`src/rtl/piso_shift_tx.sv`:
```
// Parallel-in/serial-out transmitter: takes a WIDTH-bit word over valid/ready and
// emits it one bit per clock on dout, framed by dout_valid and last.
module piso_shift_tx #(
  parameter int WIDTH     = 8,
  parameter bit MSB_FIRST = 1'b1
) (
  input  logic             clk,
  input  logic             rst,
  input  logic [WIDTH-1:0] din,
  input  logic             din_valid,
  output logic             din_ready,
  output logic             dout,
  output logic             dout_valid,
  output logic             last,
  output logic             busy
);

  localparam int CW = (WIDTH > 1) ? $clog2(WIDTH) : 1;

  typedef enum logic [0:0] {
    IDLE  = 1'b0,
    SHIFT = 1'b1
  } state_t;

  state_t           state_q, state_d;
  logic [WIDTH-1:0] shreg_q, shreg_d;
  logic [CW-1:0]    cnt_q, cnt_d;
  logic             dout_q, dout_d;
  logic             dout_valid_q, dout_valid_d;
  logic             last_q, last_d;
  logic             busy_q, busy_d;
  logic             accept_s;

  // Bit that leaves the word next, depending on transmit order.
  function automatic logic head_bit(input logic [WIDTH-1:0] w);
    return MSB_FIRST ? w[WIDTH-1] : w[0];
  endfunction

  // Word with the outgoing bit removed, so the next bit sits at the head.
  function automatic logic [WIDTH-1:0] drop_head(input logic [WIDTH-1:0] w);
    return MSB_FIRST ? (w << 1'b1) : (w >> 1'b1);
  endfunction

  assign din_ready  = (state_q == IDLE) | ((state_q == SHIFT) & last_q);
  assign accept_s   = din_valid & din_ready;
  assign dout       = dout_q;
  assign dout_valid = dout_valid_q;
  assign last       = last_q;
  assign busy       = busy_q;

  // Next-state and next-output computation for the IDLE/SHIFT framer.
  always_comb begin
    state_d      = state_q;
    shreg_d      = shreg_q;
    cnt_d        = cnt_q;
    dout_d       = 1'b0;
    dout_valid_d = 1'b0;
    last_d       = 1'b0;
    busy_d       = 1'b0;
    case (state_q)
      IDLE, SHIFT: begin
        if (accept_s) begin
          // Loading also covers the final-bit cycle, giving gap-free streaming.
          state_d      = SHIFT;
          shreg_d      = drop_head(din);
          dout_d       = head_bit(din);
          cnt_d        = CW'(WIDTH - 1);
          dout_valid_d = 1'b1;
          last_d       = (WIDTH == 1);
          busy_d       = 1'b1;
        end else if ((state_q == SHIFT) && !last_q) begin
          state_d      = SHIFT;
          shreg_d      = drop_head(shreg_q);
          dout_d       = head_bit(shreg_q);
          cnt_d        = cnt_q - CW'(1);
          dout_valid_d = 1'b1;
          last_d       = (cnt_q == CW'(1));
          busy_d       = 1'b1;
        end else begin
          state_d = IDLE;
        end
      end
      default: begin
        state_d = IDLE;
      end
    endcase
  end

  // State and registered outputs; synchronous active-low reset wins over accept.
  always_ff @(posedge clk) begin
    if (!rst) begin
      state_q      <= IDLE;
      shreg_q      <= '0;
      cnt_q        <= '0;
      dout_q       <= 1'b0;
      dout_valid_q <= 1'b0;
      last_q       <= 1'b0;
      busy_q       <= 1'b0;
    end else begin
      state_q      <= state_d;
      shreg_q      <= shreg_d;
      cnt_q        <= cnt_d;
      dout_q       <= dout_d;
      dout_valid_q <= dout_valid_d;
      last_q       <= last_d;
      busy_q       <= busy_d;
    end
  end

endmodule

```
`config.mk`:
```
export PLATFORM = sky130hd
export DESIGN_NAME = piso_shift_tx
export DESIGN_NICKNAME = d
export VERILOG_FILES = /design/src/rtl/piso_shift_tx.sv
export SDC_FILE = /design/constraint.sdc
export NUM_CORES = 1
export LEC_CHECK = 0
export BUFFER_PORTS_ARGS = -buffer_cell sky130_fd_sc_hd__buf_2
export CAP_MARGIN = 20
export CORE_MARGIN = 8
export CORE_UTILIZATION = 43
export CTS_CLUSTER_SIZE = 24
export DETAILED_ROUTE_END_ITERATION = 8
export HOLD_SLACK_MARGIN = 0.05
export PLACE_DENSITY = 0.7
export SKIP_CTS_REPAIR_TIMING = 1
export SKIP_LAST_GASP = 1
export SLEW_MARGIN = 20
export SYNTH_ARGS = -nofsm -noshare
export SYNTH_HDL_FRONTEND = slang
export SYNTH_SLANG_ARGS = --single-unit
```
`constraint.sdc`:
```
create_clock -name clk -period 1.2 [get_ports clk]
set_clock_uncertainty 0.1 [all_clocks]
set_input_delay 0.12 -clock clk [delete_from_list [all_inputs] [get_ports clk]]
set_output_delay 0.12 -clock clk [all_outputs]
set_load 0.05 [all_outputs]
```
==> results.json <==
{
  "outcome": "finished with violations",
  "violations": "negative setup slack",
  "multiInputGateArea_um2": 262,
  "r2r_slack_ns": -0.07,
  "drc": 0,
  "clock-root-buffer": "clkbuf_4",
  "grt_pass1_wl_mm": 1.78,
  "cp_slowest_stage_delay_ns": 0.35,
  "whs_endpoint": "shreg_q[5]$_SDFFE_PN0P_",
  "cap_violations": 0,
  "min_period_ns": 1.31,
  "grt_overflow": 0,
  "vias": 464,
  "grt_setup_unrepaired": "yes",
  "place_ws_ns": -0.0182,
  "initial_utilization": 0.451,
  "fin_util": 0.574,
  "avgSynthCellArea_um2": 9.99,
  "start_kind": "flop",
  "power.leakage_nw": 0.341,
  "yosysUniqueCellTypes": 20,
  "syn-num-nets": 71,
  "cp_max_fo": 14,
  "grt_pass1_vias": 432,
  "powerDensity_nw_per_um2": 1290,
  "clk_pin_slew_ns": 0.08,
  "fin_cells": 95,
  "hold_viol": 0,
  "finalMaxSlewViolations": 0,
  "wirelength_mm": 1.07,
  "nets": 94,
  "relSlewSlack": 0.804,
  "postRouteAntennaNets": 0,
  "yosysTopAreaCell": "dfxtp_1",
  "synth_top_area_share": 0.449,
  "area_growth_syn_to_layout_pct": 27.2,
  "setup_slack_ns": -0.114,
  "grt_usage": 0.0858,
  "drt_iter0_markers": 6,
  "r2r-start": "busy$_SDFF_PN0_",
  "synth-seq-area-share": 0.449,
  "routed_via_density": 4.88,
  "antenna_cells": 0,
  "hold_path_depth": 3,
  "coreArea_um2": 1280,
  "grt_antenna_before_repair": 0,
  "cts_max_level": 1,
  "syn_inst": 58,
  "synth_area_um2": 579,
  "fin_crit_sh": 1.09,
  "worst-r2r-cell-count": 4,
  "first_pass_iters": 3,
  "setup-violations-final": 2,
  "port_buffers": 15,
  "worstSkewPairLatency_ns": 0.27,
  "synth.ff_latch_count": 13,
  "max-clock-path-buffers": 2,
  "rows": 13,
  "critPathSlowestCell": "dfxtp_4",
  "fmax_ghz": 0.761,
  "dieArea_um2": 2780,
  "num-fill-cells": 116,
  "cts_sinks": 13,
  "wl_per_cell_um": 11.3,
  "gp_congestion": 0.654,
  "crit_required_ns": 0.98,
  "max-vdd-ir-drop_mv": 0.645,
  "tritoncts": "yes",
  "path_cells": "nor2b_4 -> inv_6 -> buf_8",
  "arrival_ns": 1.09,
  "die_w_um": 52.7,
  "dpl.hpwl_um": 817,
  "grt_max_degree": 15,
  "r2r-end": "cnt_q[2]$_SDFFE_PN0P_",
  "die_h_um": 52.7,
  "path_class": "flop to output pin",
  "endpoint_kind": "output pin",
  "dp_cells": 86,
  "ff_latch_area_um2": 268,
  "drive_gt1_frac": 0.363,
  "hp-start": "din[4]",
  "worst_slew_pin_slew_ns": 0.294,
  "synth.area.top_cells": "dfxtp_1 (45%), mux2i_1 (12%), a21oi_1 (6.0%)",
  "hold_class": "primary input to flop",
  "yosysWarnings": 0,
  "cts_made_buffers": 3,
  "p_total_w": 0.000948,
  "io_pins": 16
}
cells by family (layout without fill, tap and decap cells):
group           count (synthesis)  count (layout)  share of synthesized area
compound gates                 17              17                      0.166
simple gates                   11              11                      0.121
mux                             7               7                      0.121
buf+inv                         8              30                     0.0993
fa+ha+maj                       2               2                     0.0432
flops                          13              13                      0.449
final cells by class:
| cell class | instances | area share |
|---|---|---|
| multi-input cells | 37 | 0.355 |
| flip-flops and latches | 13 | 0.363 |
| inverters | 4 | 0.0272 |
| repair buffers | 22 | 0.194 |
| clock buffers | 4 | 0.0357 |
| well taps | 15 | 0.0255 |
synth_stat cells (all sizes together):
master   n
a211oi   2
a21oi    7
a31oi    1
buf      4
dfxtp   13
ha       2
inv      4
mux2i    7
nand2    2
nand3    1
nor2     2
nor2b    1
nor3     4
o21ai    6
o311a    1
or3      1
report_power, final:
group / switching (W) / total (W) / internal (W)
Combinational: 0.000111 / 0.000199 / 0.0000881
Sequential: 0.0000178 / 0.000483 / 0.000465
Clock: 0.000137 / 0.000266 / 0.000129
metrics by stage:
stage               hold slack [ns]  TNS, ns  cell area (um^2)
global route                 0.0554   -0.380               737
global placement              0.286        0               658
detailed placement            0.289  -0.0182               658
CTS                        -0.00925   -0.308               684
finish                       0.0433   -0.182               737
floorplan                     0.157   -0.205               596
worst max-delay path: cells and delay by family (launching register included):
kind,cells,cell delay (ns)
flip-flops,1,0.35
AND/OR/NAND/NOR,1,0.23
buffers and inverters,2,0.24
registers in the layout (all words and copies together), names as in the netlist:
register	count
shreg_q	7
busy	1
last	1
cnt_q	3
dout	1
placed cells by master (no fill, tap or decap), drive strengths merged:
cell type,count
buf,20
nor2b,1
a21oi,7
dlygate4sd3,2
inv,4
ha,2
dfxtp,13
mux2i,7
or3,1
a211oi,2
clkbuf,4
o311a,1
nand3,1
nand2,2
a31oi,1
nor3,4
o21ai,6
nor2,2
how the worst max path moves through the flow:
stage,start,endpoint,cells after the start
floorplan,busy$_SDFF_PN0_,cnt_q[2]$_SDFFE_PN0P_,4
global placement,busy$_SDFF_PN0_,cnt_q[2]$_SDFFE_PN0P_,3
detailed placement,busy$_SDFF_PN0_,cnt_q[2]$_SDFFE_PN0P_,3
CTS,busy$_SDFF_PN0_,din_ready,3
global route,busy$_SDFF_PN0_,din_ready,3
finish,busy$_SDFF_PN0_,din_ready,3
layer usage:
metal,part of all wire,track usage,up-vias
met4,0.0093,0.0647,0
met1,0.44,0.0966,202
met2,0.46,0.128,12
li1,-,-,248
met3,0.082,0.0313,2
met5,0,0,-
No activity file was read; power rests on OpenSTA's default activity.
